### config.mk
export PLATFORM = sky130hd
export DESIGN_NAME = uart_rx
export DESIGN_NICKNAME = d
export VERILOG_FILES = /design/src/rtl/uart_rx.sv
export SDC_FILE = /design/constraint.sdc
export NUM_CORES = 1
export LEC_CHECK = 0
export CAP_MARGIN = 40
export CORE_MARGIN = 4
export CORE_UTILIZATION = 50
export CTS_CLUSTER_DIAMETER = 80
export CTS_CLUSTER_SIZE = 25
export DETAILED_ROUTE_END_ITERATION = 12
export DONT_BUFFER_PORTS = 1
export PLACE_DENSITY_LB_ADDON = 0.1
export SLEW_MARGIN = 20
export SYNTH_ARGS = -nofsm -noshare
export SYNTH_HDL_FRONTEND = slang
export SYNTH_SLANG_ARGS = --single-unit
### constraint.sdc
create_clock -name clk -period 4.32 [get_ports clk]
set_input_delay 0.864 -clock clk [delete_from_list [all_inputs] [get_ports clk]]
set_output_delay 0.864 -clock clk [all_outputs]
set_load 0.05 [all_outputs]
### src/rtl/uart_rx.sv
// 8N1 UART receiver with a two-flop input synchronizer and mid-bit sampling.
// The bit timing is derived from CLOCK_FREQ/BAUD_RATE. The data output holds the last well-framed byte.
//
// state | meaning
// IDLE  | line idle, waiting for rx_s low
// START | counting to mid start bit, rejecting glitches
// DATA  | sampling 8 data bits LSB first at mid-bit
// STOP  | sampling the stop bit, then pulse valid or frame_err
module uart_rx #(
    parameter int BAUD_RATE  = 19200,
    parameter int CLOCK_FREQ = 12000000
) (
    input  logic       clk,
    input  logic       rst,
    input  logic       rx,
    output logic [7:0] data,
    output logic       valid,
    output logic       frame_err,
    output logic       busy
);

    localparam int CLKS_PER_BIT = CLOCK_FREQ / BAUD_RATE;
    localparam int HALF_BIT     = CLKS_PER_BIT / 2;
    localparam int CTR_W        = (CLKS_PER_BIT > 1) ? $clog2(CLKS_PER_BIT) : 1;

    localparam logic [CTR_W-1:0] CTR_HALF = CTR_W'(HALF_BIT - 1);
    localparam logic [CTR_W-1:0] CTR_LAST = CTR_W'(CLKS_PER_BIT - 1);
    localparam logic [CTR_W-1:0] CTR_ONE  = CTR_W'(1);

    typedef enum logic [1:0] {
        IDLE  = 2'd0,
        START = 2'd1,
        DATA  = 2'd2,
        STOP  = 2'd3
    } state_t;

    state_t           state, state_nx;
    logic [CTR_W-1:0] ctr, ctr_nx;
    logic [2:0]       bit_idx, bit_idx_nx;
    logic [7:0]       shreg, shreg_nx;
    logic [7:0]       data_nx;
    logic             valid_nx, frame_err_nx;
    logic             rx_m, rx_s;

    always_ff @(posedge clk or negedge rst) begin
        if (!rst) begin
            rx_m <= 1'b1;
            rx_s <= 1'b1;
        end else begin
            rx_m <= rx;
            rx_s <= rx_m;
        end
    end

    always_ff @(posedge clk or negedge rst) begin
        if (!rst) begin
            state     <= IDLE;
            ctr       <= '0;
            bit_idx   <= '0;
            shreg     <= '0;
            data      <= '0;
            valid     <= 1'b0;
            frame_err <= 1'b0;
        end else begin
            state     <= state_nx;
            ctr       <= ctr_nx;
            bit_idx   <= bit_idx_nx;
            shreg     <= shreg_nx;
            data      <= data_nx;
            valid     <= valid_nx;
            frame_err <= frame_err_nx;
        end
    end

    always_comb begin
        state_nx     = state;
        ctr_nx       = ctr;
        bit_idx_nx   = bit_idx;
        shreg_nx     = shreg;
        data_nx      = data;
        valid_nx     = 1'b0;
        frame_err_nx = 1'b0;
        case (state)
            IDLE: begin
                if (!rx_s) begin
                    state_nx = START;
                    ctr_nx   = '0;
                end
            end
            START: begin
                if (ctr == CTR_HALF) begin
                    ctr_nx = '0;
                    // A start bit that is high again at mid-bit is a glitch.
                    if (!rx_s) begin
                        state_nx   = DATA;
                        bit_idx_nx = '0;
                    end else begin
                        state_nx = IDLE;
                    end
                end else begin
                    ctr_nx = ctr + CTR_ONE;
                end
            end
            DATA: begin
                if (ctr == CTR_LAST) begin
                    ctr_nx     = '0;
                    shreg_nx   = {rx_s, shreg[7:1]};
                    bit_idx_nx = bit_idx + 3'd1;
                    if (bit_idx == 3'd7) begin
                        state_nx = STOP;
                    end
                end else begin
                    ctr_nx = ctr + CTR_ONE;
                end
            end
            STOP: begin
                if (ctr == CTR_LAST) begin
                    ctr_nx   = '0;
                    state_nx = IDLE;
                    if (rx_s) begin
                        data_nx  = shreg;
                        valid_nx = 1'b1;
                    end else begin
                        frame_err_nx = 1'b1;
                    end
                end else begin
                    ctr_nx = ctr + CTR_ONE;
                end
            end
            default: state_nx = IDLE;
        endcase
    end

    assign busy = (state != IDLE);

endmodule

==> metrics.txt, run 1 <==
# TYPE chip_impl_metric gauge
chip_impl_info{name="status",value="finished clean"} 1
chip_impl_metric{name="number_of_storage_elements_in_the_synthesis_netlist",unit=""} 35
chip_impl_metric{name="syn-num-nets",unit=""} 143
chip_impl_metric{name="hold_viol_final",unit=""} 0
chip_impl_info{name="yosys_top_cell_by_area",value="sky130_fd_sc_hd__dfrtp_1"} 1
chip_impl_metric{name="synth_area",unit="mm^2"} 0.00169
chip_impl_metric{name="cp_data_required_time",unit="ns"} 3.46
chip_impl_metric{name="wl_met1",unit="um"} 1410
chip_impl_metric{name="fp.dieH",unit="um"} 66.2
chip_impl_metric{name="detailed_place.area",unit="mm^2"} 0.00170
chip_impl_metric{name="totalWireLength",unit="um"} 2790
chip_impl_metric{name="dr_vias_cell",unit=""} 5.64
chip_impl_metric{name="row_count",unit=""} 20
chip_impl_metric{name="final-max-slew-violation-count",unit=""} 0
chip_impl_metric{name="globalRouteTotalUtil",unit="%"} 14.9
chip_impl_metric{name="timing.slew.headroom",unit="%"} 49.0
chip_impl_metric{name="worst-path-max-fanout",unit=""} 13
chip_impl_metric{name="avgSynthCellArea",unit="um^2"} 12.4
chip_impl_metric{name="layout-drive-gt1-share",unit="%"} 25.9
chip_impl_metric{name="post_cts_resize_count",unit=""} 0
chip_impl_metric{name="placeableCoreArea",unit="mm^2"} 0.00315
chip_impl_metric{name="maximum_number_of_pins_on_one_net_before_global_route_repair",unit=""} 36
chip_impl_metric{name="grt_antenna_before_repair",unit=""} 0
chip_impl_info{name="rsz0062_at_grt",value="no"} 1
chip_impl_metric{name="final_layout_setup_total_negative_slack",unit="ns"} 0
chip_impl_metric{name="synth_enable_flop_cells",unit=""} 0
chip_impl_metric{name="synth-async-reset-ratio",unit="%"} 100
chip_impl_metric{name="drv.max_cap_violation_count",unit=""} 0
chip_impl_metric{name="route.vias.total",unit=""} 1032
chip_impl_metric{name="fin_worst_skew",unit="ns"} 0.0113
chip_impl_metric{name="number_of_global_route_vias_before_repair",unit=""} 961
chip_impl_metric{name="summed_area_of_non_filler_cells_in_the_final_layout",unit="mm^2"} 0.00176
chip_impl_metric{name="power",unit="uW"} 511
chip_impl_metric{name="clk-insertion-delay-late",unit="ns"} 0.35
chip_impl_info{name="route.top_layer_used",value="met4"} 1
chip_impl_metric{name="r2r_slack",unit="ns"} 2.27
chip_impl_metric{name="postCtsHoldBufs",unit=""} 0
chip_impl_metric{name="cts_max_level",unit=""} 2
chip_impl_info{name="cells_traversed_along_the_worst_timing_path",value="or2_2"} 1
chip_impl_metric{name="gp_routability_congestion",unit=""} 0.814
chip_impl_metric{name="grt_pass1_wl",unit="um"} 4830
chip_impl_info{name="timing.rr.end",value="shreg[6]$_DFFE_PN0P_"} 1
chip_impl_metric{name="irDropWorstVdd",unit="mV"} 0.167
chip_impl_metric{name="yosys.cell_types.count",unit=""} 41
chip_impl_metric{name="synthesis.instances",unit=""} 136
chip_impl_metric{name="cts.reportedPaths.clkPinSlew",unit="ns"} 0.12
chip_impl_info{name="holdCritPathClass",value="primary input to asynchronous set/reset pin"} 1
chip_impl_metric{name="dr_wl_met2",unit="um"} 1200
chip_impl_info{name="critPathSlowestCell",value="sky130_fd_sc_hd__dfrtp_1"} 1
chip_impl_metric{name="p_leak",unit="nW"} 0.788
chip_impl_metric{name="worstPathArrival",unit="ns"} 1.40
chip_impl_metric{name="floorplan.io_pins",unit=""} 14
chip_impl_metric{name="antennaDiodeCount",unit=""} 0
chip_impl_metric{name="timing.reg2reg.worst_path_depth",unit=""} 6
chip_impl_metric{name="hpwl",unit="um"} 1930
chip_impl_metric{name="crit_buf_inv",unit=""} 0
chip_impl_metric{name="finalSetupViolCount",unit=""} 0
chip_impl_metric{name="cts_setup_buffers",unit=""} 0
chip_impl_metric{name="synth_sequential_area_ratio",unit="%"} 51.9
chip_impl_metric{name="drcViolationCount",unit=""} 0
chip_impl_metric{name="power_per_unit_of_standard_cell_area",unit="mW/mm^2"} 291
chip_impl_metric{name="floorplan.initialDensity",unit="%"} 53.7
chip_impl_metric{name="netlist.area_leader.share",unit="%"} 48.8
chip_impl_metric{name="worst_pin_slew",unit="ns"} 0.754
chip_impl_info{name="timing.rr.start",value="ctr[0]$_DFFE_PN0P_"} 1
chip_impl_metric{name="postRouteAntennaNets",unit=""} 0
chip_impl_info{name="ctsRootBufferMaster",value="sky130_fd_sc_hd__clkbuf_4"} 1
chip_impl_metric{name="fin_nets",unit=""} 145
chip_impl_metric{name="max_freq",unit="GHz"} 0.442
chip_impl_info{name="worst_path_dominant_cell_family",value="flip-flops"} 1
chip_impl_metric{name="area_growth_syn_to_layout",unit="%"} 3.92
chip_impl_metric{name="die-area",unit="mm^2"} 0.00438
chip_impl_info{name="synth-main-ff-cell",value="sky130_fd_sc_hd__dfrtp_1"} 1
chip_impl_metric{name="firstDrtPassIters",unit=""} 4
chip_impl_info{name="setup.worst_path.class",value="flop to output port"} 1
chip_impl_metric{name="finalHoldWorstSlack",unit="ns"} 0.195
chip_impl_metric{name="yosysWarnings",unit=""} 0
chip_impl_metric{name="route.detailed.wl_per_inst",unit="um"} 15.3
chip_impl_metric{name="cts_made_buffers",unit=""} 5
chip_impl_metric{name="detailroute.wirelength.met3",unit="um"} 141
chip_impl_metric{name="final_min_period_over_clock_period",unit="%"} 52.4
chip_impl_info{name="timing.critical_path.to_type",value="output port"} 1
chip_impl_metric{name="delay_of_the_slowest_cell_on_the_worst_path",unit="ns"} 0.53
chip_impl_metric{name="port-buffer-count",unit=""} 0
chip_impl_metric{name="die_w",unit="um"} 66.2
chip_impl_info{name="setup.worst_path.start_class",value="flop"} 1
chip_impl_metric{name="cts_buffer_depth",unit=""} 2
chip_impl_info{name="synth_area_leaders",value="sky130_fd_sc_hd__dfrtp_1 (49%), sky130_fd_sc_hd__mux2_4 (7.1%), sky130_fd_sc_hd__mux2_2 (6.0%)"} 1
chip_impl_info{name="tritoncts",value="built"} 1
chip_impl_metric{name="initialDrtViolationCount",unit=""} 71
chip_impl_metric{name="overall_overflow_remaining_after_global_route",unit=""} 0
chip_impl_metric{name="final_period_demand_of_the_worst_path",unit="ns"} 2.26
chip_impl_metric{name="cts.sinks",unit=""} 35
placed cells by master, fill, tap and decap left out, types with 3 or more instances in the layout:
| master | instances |
|---|---|
| sky130_fd_sc_hd__ha_1 | 4 |
| sky130_fd_sc_hd__o211ai_1 | 3 |
| sky130_fd_sc_hd__xor2_1 | 4 |
| sky130_fd_sc_hd__inv_1 | 4 |
| sky130_fd_sc_hd__mux2_2 | 9 |
| sky130_fd_sc_hd__dfrtp_1 | 33 |
| sky130_fd_sc_hd__o21ai_0 | 8 |
| sky130_fd_sc_hd__nand2_1 | 16 |
| sky130_fd_sc_hd__clkbuf_4 | 5 |
| sky130_fd_sc_hd__mux2_4 | 8 |
| sky130_fd_sc_hd__nor2_1 | 3 |
synth_stat cells, types with 2 or more instances:
| master | count |
|---|---|
| sky130_fd_sc_hd__a22o_1 | 2 |
| sky130_fd_sc_hd__and2_1 | 2 |
| sky130_fd_sc_hd__buf_2 | 3 |
| sky130_fd_sc_hd__dfrtp_1 | 33 |
| sky130_fd_sc_hd__dfstp_2 | 2 |
| sky130_fd_sc_hd__ha_1 | 4 |
| sky130_fd_sc_hd__inv_1 | 4 |
| sky130_fd_sc_hd__mux2_2 | 9 |
| sky130_fd_sc_hd__mux2_4 | 8 |
| sky130_fd_sc_hd__mux2i_1 | 2 |
| sky130_fd_sc_hd__nand2_1 | 16 |
| sky130_fd_sc_hd__nand2b_1 | 2 |
| sky130_fd_sc_hd__nand3_1 | 2 |
| sky130_fd_sc_hd__nand4_1 | 2 |
| sky130_fd_sc_hd__nand4b_1 | 2 |
| sky130_fd_sc_hd__nor2_1 | 3 |
| sky130_fd_sc_hd__nor4_1 | 2 |
| sky130_fd_sc_hd__o211ai_1 | 3 |
| sky130_fd_sc_hd__o21ai_0 | 8 |
| sky130_fd_sc_hd__o22ai_1 | 2 |
| sky130_fd_sc_hd__or2_2 | 2 |
| sky130_fd_sc_hd__xor2_1 | 4 |
sequential cells by signal (all words and copies together), names as in the netlist, named ones only:
name / flops
rx_s: 1
shreg: 8
bit_idx: 3
rx_m: 1
ctr: 10
data: 8
valid: 1
frame_err: 1
state: 1
cell type report:
| cell class | count | area [um^2] |
|---|---|---|
| Inverter | 4 | 15.0 |
| Clock buffer | 5 | 37.5 |
| Sequential cell | 35 | 878 |
| Clock inverter | 3 | 20.0 |
| Tap cell | 44 | 55.1 |
| Fill cell | 279 | 1400 |
| Multi-Input combinational cell | 92 | 752 |
per-layer routing:
layer	GRT usage, %	up-vias
met5	0	-
met4	6.85	0
met3	4.25	5
met2	19.8	27
met1	22.0	503
li1	-	497
power by group:
group | leakage [nW] | internal [mW] | switching [mW] | total (mW)
Clock | 0.0272 | 0.0621 | 0.118 | 0.180
Sequential | 0.467 | 0.329 | 0.00116 | 0.330
Combinational | 0.293 | 0.000315 | 0.000743 | 0.00106
stage by stage:
stage	cells	util (%)	setup slack [ns]
3_3_place_gp	175	53.9	2.37
2_1_floorplan	136	-	2.56
6_report	183	55.8	2.06
3_5_place_dp	175	53.9	2.29
5_1_grt	183	55.8	1.99
4_1_cts	183	55.8	2.05
kinds of logic (layout without fill, tap and decap cells):
group / after synthesis / in the layout / share of synthesized area (%)
xor+xnor: 4 / 4 / 2.07
simple gates: 45 / 45 / 17.2
mux: 19 / 19 / 14.3
flops: 35 / 35 / 51.9
compound gates: 20 / 20 / 7.99
buf+inv: 9 / 12 / 3.62
fa+ha+maj: 4 / 4 / 2.96
worst max-delay path by stage:
stage / endpoint / slack, ns / cells after the start
after floorplan: data[0]$_DFFE_PN0P_ / 2.56 / 7
after global placement: shreg[7]$_DFFE_PN0P_ / 2.37 / 6
after detailed placement: shreg[5]$_DFFE_PN0P_ / 2.29 / 6
after CTS: busy / 2.05 / 1
after global routing: busy / 1.99 / 1
final: busy / 2.06 / 1
Power figures use the tool's default switching activity.
==> run 2: changes to the inputs <==
ABC_AREA = 1   (was not set)
clock period = 2.2 ns   (was 4.32 ns; I/O delays follow)
==> metrics.txt, run 2 <==
# TYPE chip_impl_metric gauge
chip_impl_info{name="status",value="finished clean"} 1
chip_impl_info{name="tritoncts",value="built"} 1
chip_impl_metric{name="synthesis.instances",unit=""} 194
chip_impl_metric{name="yosys.area_share.simple",unit="%"} 24.5
chip_impl_metric{name="worstPathArrival",unit="ns"} 1.31
chip_impl_metric{name="area_growth_syn_to_layout",unit="%"} 9.59
chip_impl_metric{name="worst-path-max-fanout",unit=""} 7
chip_impl_metric{name="worst_pin_slew",unit="ns"} 0.498
chip_impl_info{name="synth_area_leaders",value="sky130_fd_sc_hd__dfrtp_1 (48%), sky130_fd_sc_hd__nand2_1 (12%), sky130_fd_sc_hd__inv_1 (6.4%)"} 1
chip_impl_metric{name="hold_viol_final",unit=""} 0
chip_impl_metric{name="antennaDiodeCount",unit=""} 0
chip_impl_metric{name="overall_overflow_remaining_after_global_route",unit=""} 0
chip_impl_metric{name="drcViolationCount",unit=""} 0
chip_impl_metric{name="row_count",unit=""} 20
chip_impl_metric{name="drv.max_cap_violation_count",unit=""} 0
chip_impl_metric{name="p_leak",unit="nW"} 0.929
chip_impl_metric{name="cts.reportedPaths.clkPinSlew",unit="ns"} 0.10
chip_impl_info{name="timing.critical_path.to_type",value="output port"} 1
chip_impl_metric{name="postCtsHoldBufs",unit=""} 2
chip_impl_info{name="synth.cells.most_frequent",value="sky130_fd_sc_hd__nand2_1 (55), sky130_fd_sc_hd__dfrtp_1 (33), sky130_fd_sc_hd__inv_1 (29)"} 1
chip_impl_info{name="top_regs",value="ctr: 10 flops, data: 8 flops, shreg: 8 flops"} 1
chip_impl_metric{name="final_layout_setup_total_negative_slack",unit="ns"} 0
chip_impl_metric{name="globalRouteTotalUtil",unit="%"} 16.6
chip_impl_metric{name="synth_fa_ha_area_share",unit="%"} 2.93
chip_impl_metric{name="postRouteAntennaNets",unit=""} 0
chip_impl_metric{name="avgSynthCellArea",unit="um^2"} 8.81
chip_impl_metric{name="placeableCoreArea",unit="mm^2"} 0.00315
chip_impl_info{name="setup.worst_path.start_class",value="flop"} 1
chip_impl_info{name="registers.top_by_ff_count",value="ctr"} 1
chip_impl_metric{name="synth_area",unit="mm^2"} 0.00171
chip_impl_metric{name="cts_max_level",unit=""} 2
chip_impl_info{name="timing.rr.start",value="ctr[0]$_DFFE_PN0P_"} 1
chip_impl_metric{name="port-buffer-count",unit=""} 0
chip_impl_info{name="synth-main-ff-cell",value="sky130_fd_sc_hd__dfrtp_1"} 1
chip_impl_metric{name="initialDrtViolationCount",unit=""} 97
chip_impl_info{name="ctsRootBufferMaster",value="sky130_fd_sc_hd__clkbuf_4"} 1
chip_impl_metric{name="nFillCells",unit=""} 294
chip_impl_metric{name="irDropWorstVdd",unit="mV"} 0.438
chip_impl_metric{name="post_cts_resize_count",unit=""} 0
chip_impl_metric{name="power_per_unit_of_standard_cell_area",unit="mW/mm^2"} 660
chip_impl_metric{name="final_min_period_over_clock_period",unit="%"} 79.3
chip_impl_metric{name="die-area",unit="mm^2"} 0.00442
chip_impl_metric{name="number_of_global_route_vias_before_repair",unit=""} 1189
chip_impl_metric{name="yosys.cell_types.count",unit=""} 26
chip_impl_info{name="worst_hold_startpoint",value="rx"} 1
chip_impl_info{name="holdCritPathClass",value="primary input to flop"} 1
chip_impl_metric{name="firstDrtPassIters",unit=""} 4
chip_impl_metric{name="hpwl",unit="um"} 2120
chip_impl_metric{name="route.detailed.wl_per_inst",unit="um"} 11.9
chip_impl_metric{name="synth_enable_flop_cells",unit=""} 0
chip_impl_metric{name="yosysWarnings",unit=""} 0
chip_impl_metric{name="floorplan.initialDensity",unit="%"} 54.2
chip_impl_metric{name="final_period_demand_of_the_worst_path",unit="ns"} 1.75
chip_impl_info{name="synth_top_family_by_area",value="simple AND/OR/NAND/NOR gates"} 1
chip_impl_metric{name="synth-async-reset-ratio",unit="%"} 100
chip_impl_info{name="layout_commonest_cell",value="sky130_fd_sc_hd__nand2_1"} 1
chip_impl_metric{name="synth_compound_gate_area_share",unit="%"} 11.3
chip_impl_metric{name="gp_routability_congestion",unit=""} 0.822
chip_impl_metric{name="fin_nets",unit=""} 208
chip_impl_metric{name="flip_flop_count_of_the_largest_register_all_copies_and_words_added",unit=""} 10
chip_impl_metric{name="final-max-slew-violation-count",unit=""} 0
chip_impl_info{name="rsz0062_at_grt",value="no"} 1
chip_impl_metric{name="synth.area.mux_share",unit="%"} 0
chip_impl_metric{name="synth_sequential_area_ratio",unit="%"} 51.4
chip_impl_metric{name="dr_vias_cell",unit=""} 4.80
chip_impl_metric{name="grt_pass1_wl",unit="um"} 5440
chip_impl_metric{name="timing.reg2reg.worst_path_depth",unit=""} 9
chip_impl_metric{name="netlist.area_leader.share",unit="%"} 48.3
chip_impl_metric{name="yosys.area_share.xor_xnor",unit="%"} 1.54
chip_impl_metric{name="r2r_slack",unit="ns"} 0.64
chip_impl_metric{name="cts_buffer_depth",unit=""} 2
chip_impl_metric{name="finalSetupViolCount",unit=""} 0
chip_impl_metric{name="cts_setup_buffers",unit=""} 0
chip_impl_metric{name="layout-drive-gt1-share",unit="%"} 16.3
chip_impl_metric{name="maximum_number_of_pins_on_one_net_before_global_route_repair",unit=""} 36
chip_impl_metric{name="totalWireLength",unit="um"} 2930
chip_impl_metric{name="fin_worst_skew",unit="ns"} 0.00221
chip_impl_metric{name="cp_data_required_time",unit="ns"} 1.76
chip_impl_metric{name="finalHoldWorstSlack",unit="ns"} 0.0876
chip_impl_metric{name="timing.slew.headroom",unit="%"} 66.8
chip_impl_metric{name="cts.sinks",unit=""} 35
chip_impl_metric{name="floorplan.io_pins",unit=""} 14
chip_impl_metric{name="fp.dieH",unit="um"} 66.5
chip_impl_info{name="yosys_top_cell_by_area",value="sky130_fd_sc_hd__dfrtp_1"} 1
chip_impl_metric{name="clk-insertion-delay-late",unit="ns"} 0.34
chip_impl_metric{name="max_freq",unit="GHz"} 0.573
chip_impl_metric{name="syn-num-nets",unit=""} 201
chip_impl_info{name="most-common-layout-cells",value="sky130_fd_sc_hd__nand2_1 (55), sky130_fd_sc_hd__dfrtp_1 (33), sky130_fd_sc_hd__inv_1 (29)"} 1
chip_impl_info{name="setup.worst_path.class",value="flop to output port"} 1
chip_impl_metric{name="die_w",unit="um"} 66.5
chip_impl_metric{name="min_path_cells",unit=""} 0
chip_impl_metric{name="cts_made_buffers",unit=""} 5
chip_impl_info{name="synth_most_common_cell",value="sky130_fd_sc_hd__nand2_1"} 1
chip_impl_metric{name="route.vias.total",unit=""} 1182
chip_impl_metric{name="number_of_storage_elements_in_the_synthesis_netlist",unit=""} 35
chip_impl_metric{name="grt_antenna_before_repair",unit=""} 0
-- run 2: cell types whose count changed in the layout (fill, tap and decap cells not counted), moves of 7 or more --
cell	delta
sky130_fd_sc_hd__mux2_2	-9
sky130_fd_sc_hd__nand3_1	+7
sky130_fd_sc_hd__nor2_1	+9
sky130_fd_sc_hd__inv_1	+25
sky130_fd_sc_hd__o21ai_0	+9
sky130_fd_sc_hd__mux2_4	-8
sky130_fd_sc_hd__o21ai_2	+8
sky130_fd_sc_hd__nand2_1	+39
-- run 2: cell families after synthesis --
group                      count (synthesis)
AOI/OAI and AO/OA                         29
and+or+nand+nor                           90
xor gates and xnor gates                   3
DFF                                       35
buffers and inverters                     33
adders and majority gates                  4
-- run 2: cell type report --
class,count,area [um^2],share of cell area (%)
Multi-Input combinational cell,126,687,36.7
Sequential cell,35,878,46.9
Clock inverter,2,60.1,3.21
Tap cell,44,55.1,2.94
Timing Repair Buffer,2,30.0,1.60
Inverter,31,121,6.48
Clock buffer,6,41.3,2.20
-- run 2: power by group --
part	switching [mW]	internal (mW)	leakage [nW]
sequential	0.00256	0.646	0.467
clock	0.215	0.355	0.0525
combinational	0.0131	0.00530	0.409
total	0.230	1.01	0.929
-- run 2: critical path, cell delays in order, from the launching register on --
cell and delay [ns]:
sky130_fd_sc_hd__dfrtp_1 0.45, sky130_fd_sc_hd__nor2_1 0.24, sky130_fd_sc_hd__inv_1 0.27
-- run 2: layer usage --
layer | global-route usage, % | vias to the layer above | share of wire [%]
met5 | 0 | - | 0
met4 | 8.38 | 0 | 2.5
met3 | 4.38 | 8 | 4.9
met2 | 26.0 | 24 | 46
met1 | 21.0 | 532 | 47
li1 | - | 618 | -
-- run 2: path summary, 6_finish.rpt --
path / end
max: busy
min: rx_m$_DFF_PN1_
max reg2reg: ctr[3]$_DFFE_PN0P_
min reg2reg: rx_s$_DFF_PN1_
max in group asynchronous: rx_s$_DFF_PN1_
min in group asynchronous: ctr[6]$_DFFE_PN0P_
-- run 2: stage by stage --
| step | cells | power (mW) | utilization (%) | setup WS, ns | instance area (um^2) |
|---|---|---|---|---|---|
| 6_report | 246 | 1.24 | 59.4 | 0.455 | 1870 |
| 3_5_place_dp | 236 | 0.663 | 55.2 | 0.656 | 1740 |
| 2_1_floorplan | 194 | 0.662 | - | 0.795 | 1710 |
| 4_1_cts | 246 | 1.26 | 59.4 | 0.405 | 1870 |
| 5_1_grt | 246 | 1.28 | 59.4 | 0.305 | 1870 |
| 3_3_place_gp | 236 | 0.663 | 55.2 | 0.698 | 1740 |
